$ cat config.mk
export PLATFORM = sky130hd
export DESIGN_NAME = rgb_layer_compositor_flat
export DESIGN_NICKNAME = d
export VERILOG_FILES = /design/src/rtl/vga_pkg.sv /design/src/rtl/rgb_layer_compositor_if.sv /design/src/rtl/layer_priority_enc.sv /design/src/rtl/rgb_layer_compositor.sv /design/src/flat_wrapper.sv
export SDC_FILE = /design/constraint.sdc
export NUM_CORES = 1
export LEC_CHECK = 0
export BUFFER_PORTS_ARGS = -buffer_cell sky130_fd_sc_hd__buf_2
export CORE_ASPECT_RATIO = 1.5
export CORE_MARGIN = 2
export CORE_UTILIZATION = 45
export DETAILED_ROUTE_END_ITERATION = 10
export PLACE_DENSITY_LB_ADDON = 0.15
export SLEW_MARGIN = 20
export SYNTH_ARGS = -nofsm -noshare
export SYNTH_HDL_FRONTEND = slang
export SYNTH_SLANG_ARGS = --single-unit
$ cat constraint.sdc
create_clock -name clk -period 2.45 [get_ports clk]
set_input_delay 0.49 -clock clk [delete_from_list [all_inputs] [get_ports clk]]
set_output_delay 0.49 -clock clk [all_outputs]
set_load 0.02 [all_outputs]
$ cat src/rtl/vga_pkg.sv
// Shared VGA pixel-path constants: pixel word width, default transparency key and
// channel slot positions, reused by the sprite/background generators and the compositor.
package vga_pkg;
    localparam int DEF_CH_W = 3;
    localparam logic [8:0] DEF_KEY_COLOR = 9'b111111110;

    // Channel position inside a {B,G,R} pixel word, in units of CH_W.
    localparam int R_SLOT = 0;
    localparam int G_SLOT = 1;
    localparam int B_SLOT = 2;

    function automatic int pix_w(input int ch_w);
        return 3 * ch_w;
    endfunction
endpackage

$ cat src/rtl/rgb_layer_compositor_if.sv
// Pixel-source to DAC bundle for the layer compositor: layer inputs, strobes and
// composited colour / overlap-counter outputs.
interface rgb_layer_compositor_if
    import vga_pkg::*;
#(
    parameter int NUM_LAYERS = 4,
    parameter int CH_W       = DEF_CH_W,
    parameter int CNT_W      = 16
);
    localparam int PIX_W = pix_w(CH_W);

    logic                        pix_en;
    logic                        active_area;
    logic                        frame_start;
    logic [NUM_LAYERS*PIX_W-1:0] layer_data;
    logic [NUM_LAYERS-1:0]       layer_hit;
    logic [NUM_LAYERS-1:0]       layer_enable;
    logic [PIX_W-1:0]            base_background;
    logic [CH_W-1:0]             out_R;
    logic [CH_W-1:0]             out_G;
    logic [CH_W-1:0]             out_B;
    logic                        out_active;
    logic [CNT_W-1:0]            coll_count;
    logic                        coll_irq;

    modport master (
        output pix_en, active_area, frame_start, layer_data, layer_hit, layer_enable,
               base_background,
        input  out_R, out_G, out_B, out_active, coll_count, coll_irq
    );

    modport slave (
        input  pix_en, active_area, frame_start, layer_data, layer_hit, layer_enable,
               base_background,
        output out_R, out_G, out_B, out_active, coll_count, coll_irq
    );
endinterface

$ cat src/rtl/layer_priority_enc.sv
// Lowest-index-first priority encoder: returns the index of the first asserted request
// plus a flag saying whether any request is asserted.
module layer_priority_enc #(
    parameter int N     = 4,
    parameter int IDX_W = (N > 1) ? $clog2(N) : 1
) (
    input  logic [N-1:0]     req,
    output logic [IDX_W-1:0] idx,
    output logic             any
);
    always_comb begin
        idx = '0;
        any = 1'b0;
        // Scan high to low so the lowest asserted index is written last and wins.
        for (int i = N - 1; i >= 0; i--) begin
            if (req[i]) begin
                idx = IDX_W'(i);
                any = 1'b1;
            end
        end
    end
endmodule

$ cat src/rtl/rgb_layer_compositor.sv
// Two-stage RGB layer compositor with transparency key, per-layer enables and a
// per-frame saturating overlap counter between layers COLL_A and COLL_B.
module rgb_layer_compositor
    import vga_pkg::*;
#(
    parameter int                NUM_LAYERS = 4,
    parameter int                CH_W       = DEF_CH_W,
    parameter logic [3*CH_W-1:0] KEY_COLOR  = DEF_KEY_COLOR,
    parameter int                COLL_A     = 0,
    parameter int                COLL_B     = 1,
    parameter int                CNT_W      = 16
) (
    input  logic                  clk,
    input  logic                  reset,
    rgb_layer_compositor_if.slave bus
);
    localparam int PIX_W = pix_w(CH_W);
    localparam int IDX_W = (NUM_LAYERS > 1) ? $clog2(NUM_LAYERS) : 1;

    typedef struct packed {
        logic             any;
        logic             active;
        logic [PIX_W-1:0] win_pix;
        logic [PIX_W-1:0] base;
    } s1_t;

    logic [NUM_LAYERS-1:0][PIX_W-1:0] layer_pix;
    logic [NUM_LAYERS-1:0]            opaque;
    logic [IDX_W-1:0]                 win_idx;
    logic                             any_opq;
    s1_t                              s1_q;
    logic [PIX_W-1:0]                 out_pix_q;
    logic                             out_active_q;
    logic                             ovl;
    logic [CNT_W-1:0]                 cnt_q;
    logic [CNT_W-1:0]                 coll_count_q;
    logic                             coll_irq_q;

    assign layer_pix = bus.layer_data;

    for (genvar i = 0; i < NUM_LAYERS; i++) begin : g_opq
        assign opaque[i] = bus.layer_hit[i] & bus.layer_enable[i] & (layer_pix[i] != KEY_COLOR);
    end

    layer_priority_enc #(.N(NUM_LAYERS), .IDX_W(IDX_W)) u_enc (
        .req (opaque),
        .idx (win_idx),
        .any (any_opq)
    );

    // Both stages move together on pix_en so a stalled strobe never creates a bubble.
    always_ff @(posedge clk or posedge reset) begin
        if (reset) begin
            s1_q         <= '0;
            out_pix_q    <= '0;
            out_active_q <= 1'b0;
        end else if (bus.pix_en) begin
            s1_q.any     <= any_opq;
            s1_q.active  <= bus.active_area;
            s1_q.win_pix <= layer_pix[win_idx];
            s1_q.base    <= bus.base_background;
            out_pix_q    <= !s1_q.active ? '0 : (s1_q.any ? s1_q.win_pix : s1_q.base);
            out_active_q <= s1_q.active;
        end
    end

    assign bus.out_R      = out_pix_q[R_SLOT*CH_W +: CH_W];
    assign bus.out_G      = out_pix_q[G_SLOT*CH_W +: CH_W];
    assign bus.out_B      = out_pix_q[B_SLOT*CH_W +: CH_W];
    assign bus.out_active = out_active_q;

    assign ovl = bus.pix_en & bus.active_area & opaque[COLL_A] & opaque[COLL_B];

    // frame_start is frame-timing, not pixel-timing, so it bypasses pix_en; a pixel
    // overlapping on the same cycle belongs to the new frame.
    always_ff @(posedge clk or posedge reset) begin
        if (reset) begin
            cnt_q        <= '0;
            coll_count_q <= '0;
            coll_irq_q   <= 1'b0;
        end else begin
            coll_irq_q <= 1'b0;
            if (bus.frame_start) begin
                coll_count_q <= cnt_q;
                coll_irq_q   <= |cnt_q;
                cnt_q        <= CNT_W'(ovl);
            end else if (ovl && cnt_q != '1) begin
                cnt_q <= cnt_q + CNT_W'(1);
            end
        end
    end

    assign bus.coll_count = coll_count_q;
    assign bus.coll_irq   = coll_irq_q;
endmodule
$ cat src/flat_wrapper.sv
// flat-port wrapper written by rule: the top's interface ports become plain ports
module rgb_layer_compositor_flat import vga_pkg::*;
#(
    parameter int                NUM_LAYERS = 4,
    parameter int                CH_W       = DEF_CH_W,
    parameter logic [3*CH_W-1:0] KEY_COLOR  = DEF_KEY_COLOR,
    parameter int                COLL_A     = 0,
    parameter int                COLL_B     = 1,
    parameter int                CNT_W      = 16
)
  (clk, reset, bus_pix_en, bus_active_area, bus_frame_start, bus_layer_data, bus_layer_hit, bus_layer_enable, bus_base_background, bus_out_R, bus_out_G, bus_out_B, bus_out_active, bus_coll_count, bus_coll_irq);
  rgb_layer_compositor_if #(.NUM_LAYERS(NUM_LAYERS), .CH_W(CH_W), .CNT_W(CNT_W)) bus_i ();
  input  logic clk;
  input  logic reset;
  input wire logic [$bits(bus_i.pix_en)-1:0] bus_pix_en;
  input wire logic [$bits(bus_i.active_area)-1:0] bus_active_area;
  input wire logic [$bits(bus_i.frame_start)-1:0] bus_frame_start;
  input wire logic [$bits(bus_i.layer_data)-1:0] bus_layer_data;
  input wire logic [$bits(bus_i.layer_hit)-1:0] bus_layer_hit;
  input wire logic [$bits(bus_i.layer_enable)-1:0] bus_layer_enable;
  input wire logic [$bits(bus_i.base_background)-1:0] bus_base_background;
  output wire logic [$bits(bus_i.out_R)-1:0] bus_out_R;
  output wire logic [$bits(bus_i.out_G)-1:0] bus_out_G;
  output wire logic [$bits(bus_i.out_B)-1:0] bus_out_B;
  output wire logic [$bits(bus_i.out_active)-1:0] bus_out_active;
  output wire logic [$bits(bus_i.coll_count)-1:0] bus_coll_count;
  output wire logic [$bits(bus_i.coll_irq)-1:0] bus_coll_irq;
  assign bus_i.pix_en = bus_pix_en;
  assign bus_i.active_area = bus_active_area;
  assign bus_i.frame_start = bus_frame_start;
  assign bus_i.layer_data = bus_layer_data;
  assign bus_i.layer_hit = bus_layer_hit;
  assign bus_i.layer_enable = bus_layer_enable;
  assign bus_i.base_background = bus_base_background;
  assign bus_out_R = bus_i.out_R;
  assign bus_out_G = bus_i.out_G;
  assign bus_out_B = bus_i.out_B;
  assign bus_out_active = bus_i.out_active;
  assign bus_coll_count = bus_i.coll_count;
  assign bus_coll_irq = bus_i.coll_irq;
  rgb_layer_compositor #(.NUM_LAYERS(NUM_LAYERS), .CH_W(CH_W), .KEY_COLOR(KEY_COLOR), .COLL_A(COLL_A), .COLL_B(COLL_B), .CNT_W(CNT_W)) u_core (.clk(clk), .reset(reset), .bus(bus_i));
endmodule
Yosys cells after proc, flatten, opt, wreduce, memory -nomap -nowiden. Cells that the tools add are included.

Muxes and demuxes: 15. Multipliers: 0. $lt $le $gt $ge: 1. Reduce and logical (&&, ||, !) cells: 3. Divide/modulo/power cells: 0. Add/subtract/negate cells: 1. Equal/unequal tests: 5. Bitwise gates (word level): 11. Shift-type cells: 0.

Operator list (count): inequality test 9 bit, second input constant (4); two-way mux 16 bit (2); two-way mux 9 bit (3); binary-select mux 9 bit (select 2 bit) (1); adder 16 x 1 -> 16 bit, second input constant (1); inequality test 16 bit, second input constant (1); OR reduction 16 bit (1); bitwise AND 1 bit (11); two-way mux 2 bit (4); two-way mux 1 bit (5); < comparator 2 x 3 -> 1 bit, second input constant (1); nonzero test 2 bit (1); logical AND 1 bit (1).

Input bits: 58. Output and inout bits: 27. Memory bits (writable): 0. Latch bits: 0. Register bits after elaboration: 63. Memories: 0. Word-level logic and storage cells: 45. Bits in read-only memories: 0.

Longest topological paths before layout.
Depth after elaboration: 8. Gate-level depth with buffers: 7. Gate-level depth less buffers: 5.

Cells and area by module. Synthesis repeated with hierarchy kept, for this count alone.

Cell total of the unflattened synthesis: 269. Area, all modules: 3188.1 sq um.

By module, submodules not included: rgb_layer_compositor (area each 3153.0 sq um, cells an instance 262, sequential area each 1576.5 sq um, times used 1); layer_priority_enc (area each 35.0 sq um, cells an instance 7, sequential area each 0.0 sq um, times used 1).

Worst setup path before layout. No wires, ideal clock.

Kind: input to register. Start: input bus_layer_hit[1]. End: register u_core.cnt_q[5]. Data required time: 2372 ps. Setup time: 78 ps. Cell stages on the path: 6. Arrival: 1897 ps. Path buffers: 1. Setup slack: 475 ps. Path through: and2_1 -> o31a_1 -> nand4_1 -> clkbuf_1 -> or4_2 -> a21oi_1.

Longest elaborated chain between the ends: 5.

Ends and longest elaborated chain: start: declaration (line flat_wrapper.sv:19) `input wire logic [$bits(bus_i.layer_hit)-1:0] bus_layer_hit;`; bitwise AND 1 bit (2 in series) (line rgb_layer_compositor.sv:42) `assign opaque[i] = bus.layer_hit[i] & bus.layer_enable[i] & (layer_pix[i] != KEY_COLOR);`; bitwise AND 1 bit (line rgb_layer_compositor.sv:72) `assign ovl = bus.pix_en & bus.active_area & opaque[COLL_A] & opaque[COLL_B];`; logical AND 1 bit (line rgb_layer_compositor.sv:87) `end else if (ovl && cnt_q != '1) begin`; nonzero test 2 bit (no line); end signal: assignment (line rgb_layer_compositor.sv:86) `cnt_q <= CNT_W'(ovl);`; end signal: assignment (line rgb_layer_compositor.sv:88) `cnt_q <= cnt_q + CNT_W'(1);`; end: declaration (line rgb_layer_compositor.sv:35) `logic [CNT_W-1:0] cnt_q;`.

Every way passes these cells. A chain may end at the register's enable or synchronous reset.

Worst setup path in the final report.
Start: register u_core.cnt_q[6]. End: register u_core.cnt_q[13].

Longest elaborated chain between the ends: 3. Elaborated cells on any way between the ends: 6. Classes of those cells: 1 x add/sub; 1 x eq/ne; 2 x mux; 2 x reduce/logical.

Ends and longest elaborated chain (line): adder 16 x 1 -> 16 bit / inequality test 16 bit (equally long branches) (rgb_layer_compositor.sv:88, rgb_layer_compositor.sv:87); two-way mux 16 bit / logical AND 1 bit (equally long branches) (rgb_layer_compositor.sv:87); two-way mux 16 bit / nonzero test 2 bit (equally long branches).

Several ways; a longest one is shown, not always the timed one. The select of a mux whose other input is x is not followed.

==> summary.md <==
| Metric | Value |
|---|---|
| Status | finished, final reports clean |
| Htree depth | 3 |
| Layout cells sized above 1 | 37.84% |
| Post-synth EDFFs | 0 |
| Placed cell count | 469 |
| Most used flip-flop cell after synthesis | dfrtp_1 |
| Crit Path Max Fanout | 7 |
| WL final | roughly 8 mm |
| Pins Over Slew Limit | 0 |
| Clock share of power | 40.0% |
| Final setup violating endpoints | 0 |
| Gate Count Post-Synth | approximately 300 |
| Reg2Reg Depth | 5 |
| Max VDD drop | 0.3386 mV |
| Unrepaired setup endpoints after global routing | false |
| WS Path Type | reg -> reg |
| Total core area | 6898 um2 |
| GRT Util Overall | 22.77% |
| RR Endpoint | u_core.cnt_q[13] |
| DRC viols | 0 |
| Synth unique cells | 48 |
| Slew @ Worst Pin | 0.6930 ns |
| Die H | 107.9 um |
| Sequential share of power | 46.4% |
| Fillers | 610 |
| CTS tree | built |
| Drt pass-1 iters | 4 |
| Initial Util | 46.98% |
| HPWL after DPL | ~6.4 mm |
| Netlist Area Pre-Place | between 3000 and 4000 um2 |
| Combinational power share | between 10% and 20% |
| Yosys top cell by area | dfrtp_1 |
| CTS root buf | clkbuf_8 |
| Post-CTS Setup Inserts | 0 |
| RePlAce Congestion | 0.8842 |
| Pwr per Cell Area | approximately 610 nW/um2 |
| Syn Area/Cell | 10.59 um2 |
| Antenna Cells | 0 |
| Post-CTS sizing | 0 |
| Num CTS Buffers | 9 |
| Die Footprint | 7910 um2 |
| Flop2flop setup slack | 0.41 ns |
| Row cnt | 37 |
| Fin. Hold Viols | 0 |
| Worst Setup Start Kind | flop |
| Setup TNS | 0 ns |
| Via count | 2886 |
| Antenna-violating nets left | 0 |
| Max-cap violation count | 0 |
| Max-slew headroom | 53.20% |
| Gr ovfl total | 0 |
| F_max | slightly below 500 MHz |
| Vias per cell | about 6.0 |
| Hold slack | 0.2246 ns |
| Min Clock Period, post-route | 2.038 ns |
| Synth warn | 0 |
| Ys async rst share | 100.0% |
| 1st-iter DRT viols | 243 |
| RR Startpoint | u_core.cnt_q[6] |
| Worst Setup End Kind | flop |
| Clk sink count | 63 |
| Average routed wire per standard cell | about 17 um |
| Clk_lat worst skew | approximately 0.34 ns |
| P_sw | 0.0006455 W |
| Reg clk slew, reported paths | approximately 0.080 ns |
| Worst path required time | 2.71 ns |
| Initial antenna violation count | 0 |
| Die W | 73.29 um |
| Int Power | 0.001826 W |
| IO Count | 85 |
| Cts hold-fix bufs | 0 |
| Worst min path class | in -> async |
| Clk buf depth | 2 |
| Sw Share | 26.11% |
| Ratio of final minimum period to clock period | a little over 80% |
| CP arrival | 2.30 ns |
| First-pass GRT wire length | 13.94 mm |
| Post-synthesis sequential area ratio | about half |
| Pleak | 1.882 nW |
| Syn_nets | 366 |
| I/O Buffers | 84 |
| Nets | 462 |
| Layout Skew | roughly 0.012 ns |
| Vias in the first global route | a little over 3000 |
| Largest net degree at the start of global routing | 35 |
| Area grow syn2layout | 25.64% |
| Share of the synthesized area in the top cell type | between 40% and 50% |
| Synth Register Bits | 63 |
| Leading post-synthesis cells by cell area | dfrtp_1, mux2_2, mux2i_1, o31ai_1, nand2_1 |
| Non-filler cells, final | 485 |
## synthesized netlist by cell type, types with 2 or more instances
master	count
dfrtp_1	63
mux2_2	28
nand2_1	24
a21oi_1	16
nand3_1	16
nor2_1	16
o31ai_1	13
or4_1	12
a31oi_1	10
mux2i_1	10
nand4_1	9
o2bb2ai_1	9
a221oi_1	8
clkbuf_1	8
a21o_1	6
inv_1	6
buf_1	4
o21ai_0	4
and2_1	3
buf_2	3
nor4_1	3
o41ai_1	3
a41oi_1	2
and4b_1	2
ha_1	2
nand2b_1	2
o211ai_1	2
or3_1	2
## power by group through the flow
stage	combinational, W	clock [W]	sequential, W
after floorplan	0.000174	0	0.00118
after global placement	0.000335	0	0.00117
after detailed placement	0.000339	0	0.00117
after CTS	0.000340	0.00101	0.00115
after global routing	0.000370	0.00105	0.00115
final	0.000335	0.000990	0.00115
## registers in the layout, indices dropped and copies added, names as in the netlist
register / cells
u_core.bus.coll_count: 16
u_core.bus.coll_irq: 1
u_core.out_pix_q: 9
u_core.s1_q: 20
u_core.cnt_q: 16
u_core.bus.out_active: 1
## worst max path at each step
| stage | end | from | depth (start not counted) | slack [ns] |
|---|---|---|---|---|
| after floorplan | u_core.bus.coll_count[0] | reset | 1 | 0.39 |
| after global placement | u_core.cnt_q[8] | bus_layer_data[7] | 7 | 0.23 |
| after detailed placement | u_core.cnt_q[7] | bus_layer_data[7] | 7 | 0.19 |
| after CTS | u_core.cnt_q[13] | u_core.cnt_q[6] | 5 | 0.41 |
| after global routing | u_core.cnt_q[13] | u_core.cnt_q[6] | 5 | 0.32 |
| final | u_core.cnt_q[13] | u_core.cnt_q[6] | 5 | 0.41 |
## metrics by stage
| stage | total power, W | setup slack [ns] | area [um2] | utilization (%) |
|---|---|---|---|---|
| 2_1_floorplan | 0.001354 | 0.3903 | 3241 | - |
| 3_3_place_gp | 0.001500 | 0.2296 | 3850 | 55.81 |
| 3_5_place_dp | 0.001507 | 0.1921 | 3850 | 55.81 |
| 4_1_cts | 0.002501 | 0.4112 | 4071 | 59.02 |
| 5_1_grt | 0.002577 | 0.3249 | 4071 | 59.02 |
| 6_report | 0.002472 | 0.4121 | 4071 | 59.02 |
## layer usage
metal / vias to the layer above / share of wire (%) / wire [um] / global-route usage, %
met5: - / 0 / 0 / 0
met4: 0 / 2.7 / 225 / 10.00
met3: 13 / 3.8 / 315 / 3.821
met2: 105 / 56 / 4623 / 42.99
met1: 1390 / 37 / 3023 / 24.00
li1: 1378 / - / - / -
## cells by family (layout without fill, tap and decap cells)
kind of cell	after synthesis	in the layout	share of synthesized area, %
compound gates	80	80	18.07
buf+inv	23	124	2.895
fa+ha+maj	2	2	0.7721
flops	63	63	48.65
simple gates	100	100	16.80
mux	38	38	12.82
## critical path, cell delays in order, from the launching register on
cell     delay (ns)
dfrtp_1        0.45
and4_4         0.27
nand2_2        0.10
or4_1          0.58
or4_1          0.41
a21oi_1        0.14
## layout make-up
class | count | area [um2] | area share (%)
inverters | 7 | 26.28 | 0.6454
repair buffers | 101 | 573.1 | 14.08
multi-input cells | 220 | 1577 | 38.72
clock inverters | 7 | 97.59 | 2.397
well taps | 78 | 97.59 | 2.397
flip-flops and latches | 63 | 1577 | 38.72
clock buffers | 9 | 123.9 | 3.042
## cells in the final DEF (no fill, tap or decap), drive strengths merged, types with 2 or more instances in the layout
cell and count:
buf 101, dfrtp 63, mux2 28, nand2 25
nand3 16, nor2 16, a21oi 16, o31ai 13
or4 13, a31oi 10, mux2i 10, nand4 9
o2bb2ai 9, clkbuf 9, a221oi 8, a21o 6
inv 6, o21ai 4, clkinv 4, and2 3
o41ai 3, nor4 3, or3 3, nand2b 2
and4b 2, o211ai 2, a41oi 2, ha 2
bufinv 2, clkinvlp 2, and4 2, o311ai 2
nor3 2, or2 2
(Power assumes the default switching activity.)
